File: src/rtl/hovalaag_pkg.sv
// rtl/hovalaag_pkg.sv - shared constants for the Hovalaag input buffer
package hovalaag_pkg;

  localparam int HV_DATA_W = 12;
  localparam int HV_DEPTH  = 16;

  // Same encoding as the CPU IO_select bit
  localparam logic HV_CH1 = 1'b0;
  localparam logic HV_CH2 = 1'b1;

endpackage

File: src/rtl/hovalaag_in_buffer_if.sv
// rtl/hovalaag_in_buffer_if.sv - loader/CPU side signals of the dual-channel input buffer
interface hovalaag_in_buffer_if #(
  parameter int DEPTH  = 16,
  parameter int DATA_W = 12
);
  localparam int CW = $clog2(DEPTH) + 1;

  logic              wr_en;
  logic              wr_sel;
  logic [DATA_W-1:0] wr_data;
  logic              wr_ready;
  logic [DATA_W-1:0] IN1;
  logic              IN1_adv;
  logic [DATA_W-1:0] IN2;
  logic              IN2_adv;
  logic [CW-1:0]     cnt1;
  logic [CW-1:0]     cnt2;
  logic              underflow1;
  logic              underflow2;

  modport master (
    output wr_en, wr_sel, wr_data, IN1_adv, IN2_adv,
    input  wr_ready, IN1, IN2, cnt1, cnt2, underflow1, underflow2
  );

  modport slave (
    input  wr_en, wr_sel, wr_data, IN1_adv, IN2_adv,
    output wr_ready, IN1, IN2, cnt1, cnt2, underflow1, underflow2
  );
endinterface

File: src/rtl/hovalaag_in_chan.sv
// rtl/hovalaag_in_chan.sv - single input channel FIFO with zero-latency head and sticky underflow
module hovalaag_in_chan
  import hovalaag_pkg::*;
#(
  parameter int DEPTH  = HV_DEPTH,
  parameter int DATA_W = HV_DATA_W,
  localparam int AW = $clog2(DEPTH),
  localparam int CW = AW + 1
) (
  input  logic              clk,
  input  logic              rst,
  input  logic              clr,
  input  logic              i_push,
  input  logic [DATA_W-1:0] i_data,
  input  logic              i_pop,
  output logic [DATA_W-1:0] o_head,
  output logic [CW-1:0]     o_cnt,
  output logic              o_full,
  output logic              o_underflow
);

  logic [DATA_W-1:0] r_mem [DEPTH];
  logic [AW-1:0]     r_wr_ptr;
  logic [AW-1:0]     r_rd_ptr;
  logic [CW-1:0]     r_cnt;
  logic              r_underflow;

  logic w_empty;
  logic w_full;
  logic w_push_ok;
  logic w_pop_ok;

  assign w_empty   = (r_cnt == '0);
  assign w_full    = (r_cnt == CW'(DEPTH));
  // Full is judged on the current count only, so a same-cycle pop never frees a slot
  assign w_push_ok = i_push && !w_full;
  assign w_pop_ok  = i_pop && !w_empty;

  always_ff @(posedge clk) begin
    if (w_push_ok) begin
      r_mem[r_wr_ptr] <= i_data;
    end
  end

  always_ff @(posedge clk) begin
    if (rst || clr) begin
      r_wr_ptr    <= '0;
      r_rd_ptr    <= '0;
      r_cnt       <= '0;
      r_underflow <= 1'b0;
    end else begin
      if (w_push_ok) begin
        r_wr_ptr <= r_wr_ptr + 1'b1;
      end
      if (w_pop_ok) begin
        r_rd_ptr <= r_rd_ptr + 1'b1;
      end
      if (i_pop && w_empty) begin
        r_underflow <= 1'b1;
      end
      case ({w_push_ok, w_pop_ok})
        2'b10:   r_cnt <= r_cnt + 1'b1;
        2'b01:   r_cnt <= r_cnt - 1'b1;
        default: r_cnt <= r_cnt;
      endcase
    end
  end

  assign o_head      = w_empty ? '0 : r_mem[r_rd_ptr];
  assign o_cnt       = r_cnt;
  assign o_full      = w_full;
  assign o_underflow = r_underflow;

endmodule

File: src/rtl/hovalaag_in_buffer.sv
// rtl/hovalaag_in_buffer.sv - dual-channel input stream buffer feeding the Hovalaag CPU
module hovalaag_in_buffer
  import hovalaag_pkg::*;
#(
  parameter int DEPTH  = HV_DEPTH,
  parameter int DATA_W = HV_DATA_W
) (
  input  logic                 clk,
  input  logic                 rst,
  input  logic                 clr,
  hovalaag_in_buffer_if.slave  bus
);

  logic w_push1;
  logic w_push2;
  logic w_full1;
  logic w_full2;

  assign w_push1 = bus.wr_en && (bus.wr_sel == HV_CH1);
  assign w_push2 = bus.wr_en && (bus.wr_sel == HV_CH2);

  // Only wr_sel and counts reach wr_ready; the adv inputs never do
  assign bus.wr_ready = (bus.wr_sel == HV_CH1) ? !w_full1 : !w_full2;

  hovalaag_in_chan #(
    .DEPTH  (DEPTH),
    .DATA_W (DATA_W)
  ) u_chan1 (
    .clk         (clk),
    .rst         (rst),
    .clr         (clr),
    .i_push      (w_push1),
    .i_data      (bus.wr_data),
    .i_pop       (bus.IN1_adv),
    .o_head      (bus.IN1),
    .o_cnt       (bus.cnt1),
    .o_full      (w_full1),
    .o_underflow (bus.underflow1)
  );

  hovalaag_in_chan #(
    .DEPTH  (DEPTH),
    .DATA_W (DATA_W)
  ) u_chan2 (
    .clk         (clk),
    .rst         (rst),
    .clr         (clr),
    .i_push      (w_push2),
    .i_data      (bus.wr_data),
    .i_pop       (bus.IN2_adv),
    .o_head      (bus.IN2),
    .o_cnt       (bus.cnt2),
    .o_full      (w_full2),
    .o_underflow (bus.underflow2)
  );

endmodule

File: src/flat_wrapper.sv
// flat-port wrapper written by rule: the top's interface ports become plain ports
module hovalaag_in_buffer_flat import hovalaag_pkg::*;
#(
  parameter int DEPTH  = HV_DEPTH,
  parameter int DATA_W = HV_DATA_W
)
  (clk, rst, clr, bus_wr_en, bus_wr_sel, bus_wr_data, bus_IN1_adv, bus_IN2_adv, bus_wr_ready, bus_IN1, bus_IN2, bus_cnt1, bus_cnt2, bus_underflow1, bus_underflow2);
  hovalaag_in_buffer_if #(.DEPTH(DEPTH), .DATA_W(DATA_W)) bus_i ();
  input  logic clk;
  input  logic rst;
  input  logic clr;
  input wire logic [$bits(bus_i.wr_en)-1:0] bus_wr_en;
  input wire logic [$bits(bus_i.wr_sel)-1:0] bus_wr_sel;
  input wire logic [$bits(bus_i.wr_data)-1:0] bus_wr_data;
  input wire logic [$bits(bus_i.IN1_adv)-1:0] bus_IN1_adv;
  input wire logic [$bits(bus_i.IN2_adv)-1:0] bus_IN2_adv;
  output wire logic [$bits(bus_i.wr_ready)-1:0] bus_wr_ready;
  output wire logic [$bits(bus_i.IN1)-1:0] bus_IN1;
  output wire logic [$bits(bus_i.IN2)-1:0] bus_IN2;
  output wire logic [$bits(bus_i.cnt1)-1:0] bus_cnt1;
  output wire logic [$bits(bus_i.cnt2)-1:0] bus_cnt2;
  output wire logic [$bits(bus_i.underflow1)-1:0] bus_underflow1;
  output wire logic [$bits(bus_i.underflow2)-1:0] bus_underflow2;
  assign bus_i.wr_en = bus_wr_en;
  assign bus_i.wr_sel = bus_wr_sel;
  assign bus_i.wr_data = bus_wr_data;
  assign bus_i.IN1_adv = bus_IN1_adv;
  assign bus_i.IN2_adv = bus_IN2_adv;
  assign bus_wr_ready = bus_i.wr_ready;
  assign bus_IN1 = bus_i.IN1;
  assign bus_IN2 = bus_i.IN2;
  assign bus_cnt1 = bus_i.cnt1;
  assign bus_cnt2 = bus_i.cnt2;
  assign bus_underflow1 = bus_i.underflow1;
  assign bus_underflow2 = bus_i.underflow2;
  hovalaag_in_buffer #(.DEPTH(DEPTH), .DATA_W(DATA_W)) u_core (.clk(clk), .rst(rst), .clr(clr), .bus(bus_i));
endmodule
File: config.mk
export PLATFORM = sky130hd
export DESIGN_NAME = hovalaag_in_buffer_flat
export DESIGN_NICKNAME = d
export VERILOG_FILES = /design/src/rtl/hovalaag_pkg.sv /design/src/rtl/hovalaag_in_buffer_if.sv /design/src/rtl/hovalaag_in_chan.sv /design/src/rtl/hovalaag_in_buffer.sv /design/src/flat_wrapper.sv
export SDC_FILE = /design/constraint.sdc
export NUM_CORES = 1
export LEC_CHECK = 0
export CAP_MARGIN = 15
export CORE_ASPECT_RATIO = 1.75
export CORE_UTILIZATION = 60
export DETAILED_ROUTE_END_ITERATION = 6
export PLACE_DENSITY_LB_ADDON = 0.08
export SLEW_MARGIN = 25
export SYNTH_ARGS = -nofsm -noshare
export SYNTH_HDL_FRONTEND = slang
export SYNTH_HIERARCHICAL = 1
export SYNTH_SLANG_ARGS = --single-unit
File: constraint.sdc
create_clock -name clk -period 3.1 [get_ports clk]
set_input_delay 0.465 -clock clk [delete_from_list [all_inputs] [get_ports clk]]
set_output_delay 0.465 -clock clk [all_outputs]
set_load 0.02 [all_outputs]
==> results.sh <==
export IMPL_status="finished clean"
export IMPL_net_switching_power_mw=2.26
export IMPL_dpl_worst_slack_ns=-0.0250
export IMPL_wl_per_cell_um=24.4
export IMPL_syn_num_nets=910
export IMPL_insertion_delay_ns=0.54
export IMPL_tritoncts="yes"
export IMPL_synth_seq_cells=420
export IMPL_finalWorstSetupSlack_ns=0.0426
export IMPL_cts_made_buffers=37
export IMPL_route_met2_wl_um=19300
export IMPL_n_antenna_cell=0
export IMPL_setup_violations=0
export IMPL_dpl_hpwl_um=21700
export IMPL_p_int_mw=8.95
export IMPL_setup_tns_ns=0
export IMPL_synth_top_area_share_pct=68.6
export IMPL_drcViolationCount=0
export IMPL_io_buffers=55
export IMPL_grt_pass1_wl_um=51100
export IMPL_synth_top_cells_by_count="edfxtp_1 (384), mux4_2 (96), nor2_1 (58), a211oi_1 (50), dfxtp_1 (36)"
export IMPL_layout_min_cycle_time_ns=3.06
export IMPL_power_leakage_nw=6.23
export IMPL_fin_area_mm2=0.0195
export IMPL_wl_met1_um=12200
export IMPL_finalClockSkew_ns=0.0152
export IMPL_post_dp_cell_area_mm2=0.0181
export IMPL_num_vias=8452
export IMPL_cts_clk_slew_worst_paths_ns=0.07
export IMPL_finalHoldViolCount=0
export IMPL_ioPinCount=56
export IMPL_cts_sinks=420
export IMPL_cts_root_buf="clkbuf_16"
export IMPL_hold_buffers=0
export IMPL_ir_drop_mv=0.536
export IMPL_synth_top_area_cell="edfxtp_1"
export IMPL_die_w_um=129
export IMPL_slew_headroom_pct=43.5
export IMPL_end_kind="primary output"
export IMPL_drt_iter0_markers=546
export IMPL_hold_worst_slack_ns=0.436
export IMPL_timing_final_crit_share_pct=98.6
export IMPL_path_class="reg2out"
export IMPL_antenna_found_initial=0
export IMPL_synth_edf_count=384
export IMPL_row_count=80
export IMPL_fmaxAchievable_ghz=0.327
export IMPL_cp_arrival_ns=2.59
export IMPL_grt_max_degree=34
export IMPL_power_mw=11.2
export IMPL_post_synth_cell_area_avg_um2=19.2
export IMPL_overflow=0
export IMPL_hold_class="in2reg"
export IMPL_powerDensity_mw_per_mm2=576
export IMPL_yosys_warnings=6
export IMPL_start_kind="register"
export IMPL_dieArea_mm2=0.0287
export IMPL_cts_max_path_buffers=3
export IMPL_p_seq_share_pct=55.4
export IMPL_worst_pin_slew_ns=0.847
export IMPL_nets=1021
export IMPL_synthArstFlopShare_pct=0
export IMPL_synth_area_leaders="edfxtp_1 (69%), mux4_2 (13%), dfxtp_1 (4.3%)"
export IMPL_drt_pass1_iter_count=5
export IMPL_ant_nets=0
export IMPL_synth_cell_types=41
export IMPL_die_h_um=223
export IMPL_syn_area_mm2=0.0168
export IMPL_coreArea_mm2=0.0274
export IMPL_maxCapViolCount=0
export IMPL_htreeDepth=2
export IMPL_drive_gt1_share_pct=26.4
export IMPL_met3_length_um=1320
export IMPL_combPwrFrac_pct=3.4
export IMPL_cp_max_fo=11
export IMPL_initial_utilization_pct=61.3
export IMPL_gp_congestion=0.855
export IMPL_critPathRequiredTime_ns=2.63
export IMPL_seq_area_frac_synth_pct=72.9
export IMPL_top_layer="met4"
export IMPL_grt_usage_pct=24.5
export IMPL_grt_pass1_vias=8904
export IMPL_syn_inst=875
export IMPL_routed_via_density=6.11
export IMPL_p_sw_share_pct=20.2
export IMPL_yosysMostFrequentCell="edfxtp_1"
export IMPL_synth_main_ff_cell="edfxtp_1"
export IMPL_area_delta_synth_final_pct=15.7
export IMPL_routed_wl_um=33800
export IMPL_rsz0062_at_grt="yes"
export IMPL_drv_slew=0
export IMPL_power_frac_clock_pct=41.2
-- power groups by stage --
| stage | Combinational [mW] | Clock (mW) | Sequential [mW] |
|---|---|---|---|
| after detailed placement | 0.385 | 0 | 6.33 |
| after global placement | 0.373 | 0 | 6.33 |
| final | 0.380 | 4.62 | 6.21 |
| after floorplan | 0.183 | 0 | 6.34 |
| after global routing | 0.409 | 4.91 | 6.21 |
| after CTS | 0.383 | 4.72 | 6.21 |
-- placed cells by master, fill, tap and decap left out, types with 3 or more instances in the layout --
cell type | netlist | routed
edfxtp_1 | 384 | 384
buf_2 | 24 | 5
dfxtp_1 | 36 | 30
nor3_1 | 8 | 8
nand3_1 | 4 | 4
clkdlybuf4s50_1 | 0 | 26
clkbuf_1 | 18 | 5
buf_12 | 0 | 6
clkdlybuf4s15_1 | 0 | 5
o21a_1 | 4 | 4
dfxtp_2 | 0 | 6
ha_1 | 16 | 15
nor2b_1 | 25 | 25
nor3b_1 | 4 | 4
clkinv_1 | 0 | 6
a21oi_1 | 6 | 6
xor2_1 | 12 | 12
mux2i_1 | 33 | 33
nand2b_1 | 6 | 6
nand2_1 | 18 | 18
o21ai_0 | 4 | 4
or3_1 | 4 | 4
mux4_2 | 96 | 96
dlygate4sd2_1 | 0 | 18
buf_4 | 4 | 58
a211oi_1 | 50 | 33
bufinv_16 | 0 | 3
o211ai_1 | 8 | 8
clkinv_2 | 0 | 5
a211oi_2 | 0 | 17
nor2_1 | 58 | 58
clkbuf_16 | 0 | 39
inv_1 | 16 | 16
-- critical path, stage by stage (launching register included) --
cell,delay [ns]
dfxtp_2,0.36
buf_4,0.24
mux4_2,0.54
nor2b_1,0.15
a211oi_1,0.32
a211oi_1,0.10
dlygate4sd2_1,0.35
-- through the flow --
step | cells | utilization (%)
floorplan | 875 | -
global placement | 1312 | 66.1
detailed placement | 1312 | 66.1
CTS | 1381 | 70.8
global route | 1384 | 70.9
finish | 1384 | 70.9
-- metal layers --
layer / vias up / global-route usage, %
li1: 3747 / -
met1: 4395 / 27.0
met2: 248 / 47.1
met3: 62 / 3.60
met4: 0 / 8.24
met5: - / 0
-- registers in the layout (all words and copies together), names as in the netlist, named ones only --
name and cells:
u_core/u_chan1/o_cnt 5, u_core/u_chan2/r_rd_ptr 4, u_core/u_chan1/r_mem 192, u_core/u_chan2/r_wr_ptr 4, u_core/u_chan2/o_cnt 5, u_core/u_chan1/r_rd_ptr 4, u_core/u_chan1/o_underflow 1, u_core/u_chan2/r_mem 192
u_core/u_chan2/o_underflow 1, u_core/u_chan1/r_wr_ptr 4
-- final cells by class --
cell class,count,area (um2)
sequential,420,12300
fill,1762,7970
multi-input combinational,389,4340
timing repair buffer,122,1110
clock buffer,45,1010
tap,369,462
clock inverter,23,224
inverter,16,60.1
-- repair_timing --
item / CTS / global route
setup endpoints to repair: 24 / 16
pin swaps: 0 / 1
gates resized for setup: 40 / 12
setup buffers: 0 / 3
gates cloned: 1 / 0
-- final timing paths --
path	depth (start not counted)	to	start	slack, ns
max	6	bus_IN1[0]	register	0.04
min	1	u_core/u_chan1/r_mem[5][10]	bus_wr_data[10]	0.44
max reg2reg	10	u_core/u_chan1/o_cnt[4]	u_core/u_chan1/o_cnt[1]	0.17
min reg2reg	2	u_core/u_chan2/o_underflow	u_core/u_chan2/o_underflow	0.48
-- cell families after synthesis --
group | synth area share, %
DFF | 72.9
and+or+nand+nor | 4.35
muxes | 14.8
AOI/OAI and AO/OA | 4.14
buffers and inverters | 1.92
adders and majority gates | 1.19
xor gates and xnor gates | 0.729
Power figures use the tool's default switching activity.
==> RTL edit 1: new RTL, same flow settings <==
`HV_DEPTH`: 16 -> 64.
--- a/src/rtl/hovalaag_pkg.sv
+++ b/src/rtl/hovalaag_pkg.sv
@@ -3,5 +3,5 @@
 
   localparam int HV_DATA_W = 12;
-  localparam int HV_DEPTH  = 16;
+  localparam int HV_DEPTH  = 64;
 
   // Same encoding as the CPU IO_select bit
Ports: changed (resized bus_cnt1 and bus_cnt2); port bits go from 56 to 60. The function was not compared with the original's and may differ.
==> RTL edit 1 against the unedited design <==
- count of clock-buffer cells in the layout grew 126
- maximum frequency shrank 15%
- clock power grew to 3.8 times the old value
- sequential power grew to 3.8 times the old value
- sequential cell count grew 1168
- highest routed layer unchanged
- synthesized area grew to 3.7 times the old value
- total power grew to 3.8 times the old value
- die area grew to 3.6 times the old value
- cell area grew to 3.8 times the old value
- worst hold slack lost 280 ps
- critical path type unchanged
- critical path depth grew 2
- largest power group unchanged
- cell count grew to 3.6 times the old value
- worst setup slack lost 530 ps
- wire length grew to 4.8 times the old value
- the flow now finishes with violations (negative setup slack)
==> RTL edit 1: results <==
run_status:
  status: "finished, violations left"
  failed_checks: "negative setup slack"
power_and_ir_drop:
  p_sw_share_pct: 19.7
  powerComb_mw: 1.14
  ir_worst_vdd_mv: 0.582
  power_mw: 42.2
  p_seq_mw: 23.5
  p_leak_nw: 23.7
detailed_routing:
  wl_met2_um: 88800
  met1_length_um: 51700
  dr_total_vias: 32000
  wire_per_inst_um: 32.8
  wl_met3_um: 8050
  drt_iter0_drc: 2867
sta:
  fin_ws_ps: -492
  fin_skew_ps: 33.3
  setup_viol: 24
  max_slew_margin_pct: 33.2
setup_path:
  cp_top_family: "simple AND/OR/NAND/NOR gates"
  crit_arrival_ps: 3130
  r2r_start: "u_core/u_chan1/o_cnt[5]$_SDFFE_PP0P_"
  critPathCapture: "bus_IN2[5]"
  r2r_slack_ps: 70
  max_stage_delay_ps: 640
  r2r_cells: 15
global_route:
  gr-usage-met2_pct: 57.8
  grt_pass1_wl_um: 230000
  grt_pass1_vias: 33400
  antenna_found_initial: 1
  grt_util_met1_pct: 33.5
  grt_max_degree: 101
clock_tree:
  cts_buffers: 138
placed_design:
  port_buffers: 59
  hpwl_um: 106000
  place_congestion: 0.942
synth:
  synthXorXnorAreaFrac_pct: 0.412
  synth_commonest_cells: "edfxtp_1 (1,536), mux4_2 (397), nor2_1 (191)"
  synth-compound-area-share_pct: 2.47
  synth_enable_flop_cells: 1536
  yosys-top-cells-area: "edfxtp_1 (75%), mux4_2 (14%), dfxtp_1 (1.7%)"
  synthAdderAreaFrac_pct: 0.203
  seq_area_frac_synth_pct: 76.4
  synth_fp_nets: 2945
  muxShareOfSynthArea_pct: 16.0
final_layout:
  fillers: 6004
## RTL edit 1: per-stage QoR
step                      std cells  area, um^2  setup TNS [ps]  setup WS, ps
final                          4942       74300           -9720          -492
after global routing           4942       74300          -11350          -572
after CTS                      4921       73600          -10640          -511
after detailed placement       4606       67700           -1850          -214
after global placement         4606       67700           -1660          -187
after floorplan                2916       61800               0         0.115
## RTL edit 1: final cells by class
type,count,share of cell area [%]
Clock buffer,171,5.13
Tap cell,1334,2.25
Multi-Input combinational cell,1152,19.3
Sequential cell,1588,63.6
Timing Repair Buffer,609,8.69
Clock inverter,79,1.06
Inverter,9,0.0455
## RTL edit 1: how the worst min path moves through the flow
stage / from / to / slack [ps] / depth (start not counted)
floorplan: u_core/u_chan1/r_rd_ptr[5]$_SDFFE_PP0N_ / flop / 480 / 2
global placement: u_core/u_chan1/o_underflow$_SDFFE_PP0P_ / u_core/u_chan1/o_underflow$_SDFFE_PP0P_ / 460 / 2
detailed placement: u_core/u_chan2/o_underflow$_SDFFE_PP0P_ / u_core/u_chan2/o_underflow$_SDFFE_PP0P_ / 470 / 2
CTS: bus_wr_data[0] / u_core/u_chan1/r_mem[44][0]$_DFFE_PP_ / 100 / 1
global route: bus_wr_data[3] / u_core/u_chan1/r_mem[20][3]$_DFFE_PP_ / 110 / 1
finish: bus_wr_data[3] / u_core/u_chan1/r_mem[22][3]$_DFFE_PP_ / 150 / 1
## RTL edit 1: what timing repair did
action | in CTS | in global routing
hold endpoints to repair | 0 | 0
endpoints found under the setup margin | 27 | 28
hold buffers | 0 | 0
buffers inserted | 53 | 27
resized for setup | 248 | 122
cloned | 12 | 6
pin swaps | 26 | 46
==> RTL edit 2: new RTL, same flow settings <==
Without the edit above. Compare `r_cnt` against `CW'(DEPTH)` with >= in place of ==.
--- a/src/rtl/hovalaag_in_chan.sv
+++ b/src/rtl/hovalaag_in_chan.sv
@@ -32,5 +32,5 @@
 
   assign w_empty   = (r_cnt == '0);
-  assign w_full    = (r_cnt == CW'(DEPTH));
+  assign w_full    = (r_cnt >= CW'(DEPTH));
   // Full is judged on the current count only, so a same-cycle pop never frees a slot
   assign w_push_ok = i_push && !w_full;
Check against the original RTL: no difference found for any inputs over 4 cycles, from zero or initial values; that may be too few to reach the edited logic, so the function may still have changed.
==> RTL edit 2 against the unedited design <==
- combinational power down 6.1%
- wire length down 3.7%
- worst setup slack better by 85 ps
- total power down 0.58%
- cell area down 2.2%
- count of clock-buffer cells in the layout up 1
- maximum frequency up 2.9%
- sequential cell count unchanged
- synthesized area down 2.0%
- clock skew down 6.7 ps
- highest routed layer unchanged
==> RTL edit 2: results <==
final_layout:
  drive_above_1_share_pct: 24.3
  nets: 983
  stdcell_count: 1337
  reg_top3: "u_core/u_chan1/r_mem x192, u_core/u_chan2/r_mem x192"
power_and_ir_drop:
  p_int_mw: 9.03
  p_leak_nw: 6.11
  ir_worst_vdd_mv: 0.657
detailed_routing:
  drt_iter0_drc: 506
  wirelength_um: 32500
  dr_total_vias: 8085
global_route:
  grt_pass1_vias: 8791
  grt_util_met1_pct: 26.9
  grt.total_usage_pct: 24.2
  antenna_found_initial: 2
  gr-usage-met2_pct: 46.3
  grt_pass1_wl_um: 50200
  grt_use_met3_pct: 3.24
placed_design:
  place_congestion: 0.804
  place_area_um2: 17800
  dp_slack_ps: -56.7
  hpwl_um: 21100
setup_path:
  max_stage_delay_ps: 600
  crit_arrival_ps: 2510
  worstPathMaxFanout: 9
  cp_slowest_cell: "or4_1"
sta:
  min_period_ps: 2970
  max_slew_margin_pct: 35.9
  fin_skew_ps: 8.55
run_status:
  status: "completed"
synth:
  netlist_instances: 835
  seq_area_frac_synth_pct: 74.4
  synth_fp_nets: 870
  synth_cell_types: 38
  synth_enable_flop_cells: 384
  synth_commonest_cells: "edfxtp_1 (384), mux4_2 (96), nor2_1 (56)"
  yosys-top-cells-area: "edfxtp_1 (70%), mux4_2 (13%), dfxtp_1 (4.4%)"
hold_path:
  hold_depth: 1
RTL edit 2: path summary, 6_finish.rpt:
| kind | from | end | slack, ps |
|---|---|---|---|
| min | bus_wr_data[5] | u_core/u_chan1/r_mem[3][5]$_DFFE_PP_ | 450 |
| max reg2reg | u_core/u_chan2/o_cnt[1]$_SDFFE_PP0P_ | u_core/u_chan2/o_cnt[4]$_SDFFE_PP0P_ | 130 |
| min reg2reg | u_core/u_chan1/o_underflow$_SDFFE_PP0P_ | u_core/u_chan1/o_underflow$_SDFFE_PP0P_ | 470 |
| max | u_core/u_chan2/o_cnt[1]$_SDFFE_PP0P_ | bus_IN2[8] | 130 |
RTL edit 2: metal layers:
| layer | share of wire, % | vias up |
|---|---|---|
| met2 | 58 | 220 |
| met1 | 35 | 4203 |
| li1 | - | 3596 |
| met5 | 0 | - |
| met3 | 3.6 | 66 |
| met4 | 3.0 | 0 |
RTL edit 2: timing repair:
action | 4_1_cts | 5_1_grt
hold endpoints to repair | 0 | 0
resized for setup | 23 | 8
pin swaps | 1 | 1
setup buffers | 6 | 3
setup endpoints to repair | 24 | 9
RTL edit 2: kinds of logic after synthesis:
family	share of synthesized area, %
xor+xnor	0.957
simple gates	3.46
fa+ha+maj	1.21
mux	16.3
compound gates	2.11
buf+inv	1.56
flops	74.4
RTL edit 2: final cells by class:
class / instances / area [um^2]
flip-flops and latches: 420 / 12300
fillers: 1674 / 7760
multi-input cells: 359 / 3990
repair buffers: 122 / 1080
clock buffers: 46 / 960
well taps: 364 / 455
clock inverters: 16 / 236
inverters: 8 / 35.0
diodes: 2 / 5.00
RTL edit 2: critical path, delay by kind of cell, from the launching register on:
family          cells  cell delay, ps
compound gates      1             110
simple gates        3             960
flops               1             400
buf+inv             2             520
RTL edit 2: power by group through the flow:
stage	Clock (mW)	Sequential, mW	Combinational [mW]
2_1_floorplan	0	6.33	0.169
3_3_place_gp	0	6.33	0.341
3_5_place_dp	0	6.34	0.358
4_1_cts	4.68	6.21	0.358
5_1_grt	4.86	6.21	0.386
6_report	4.58	6.21	0.357
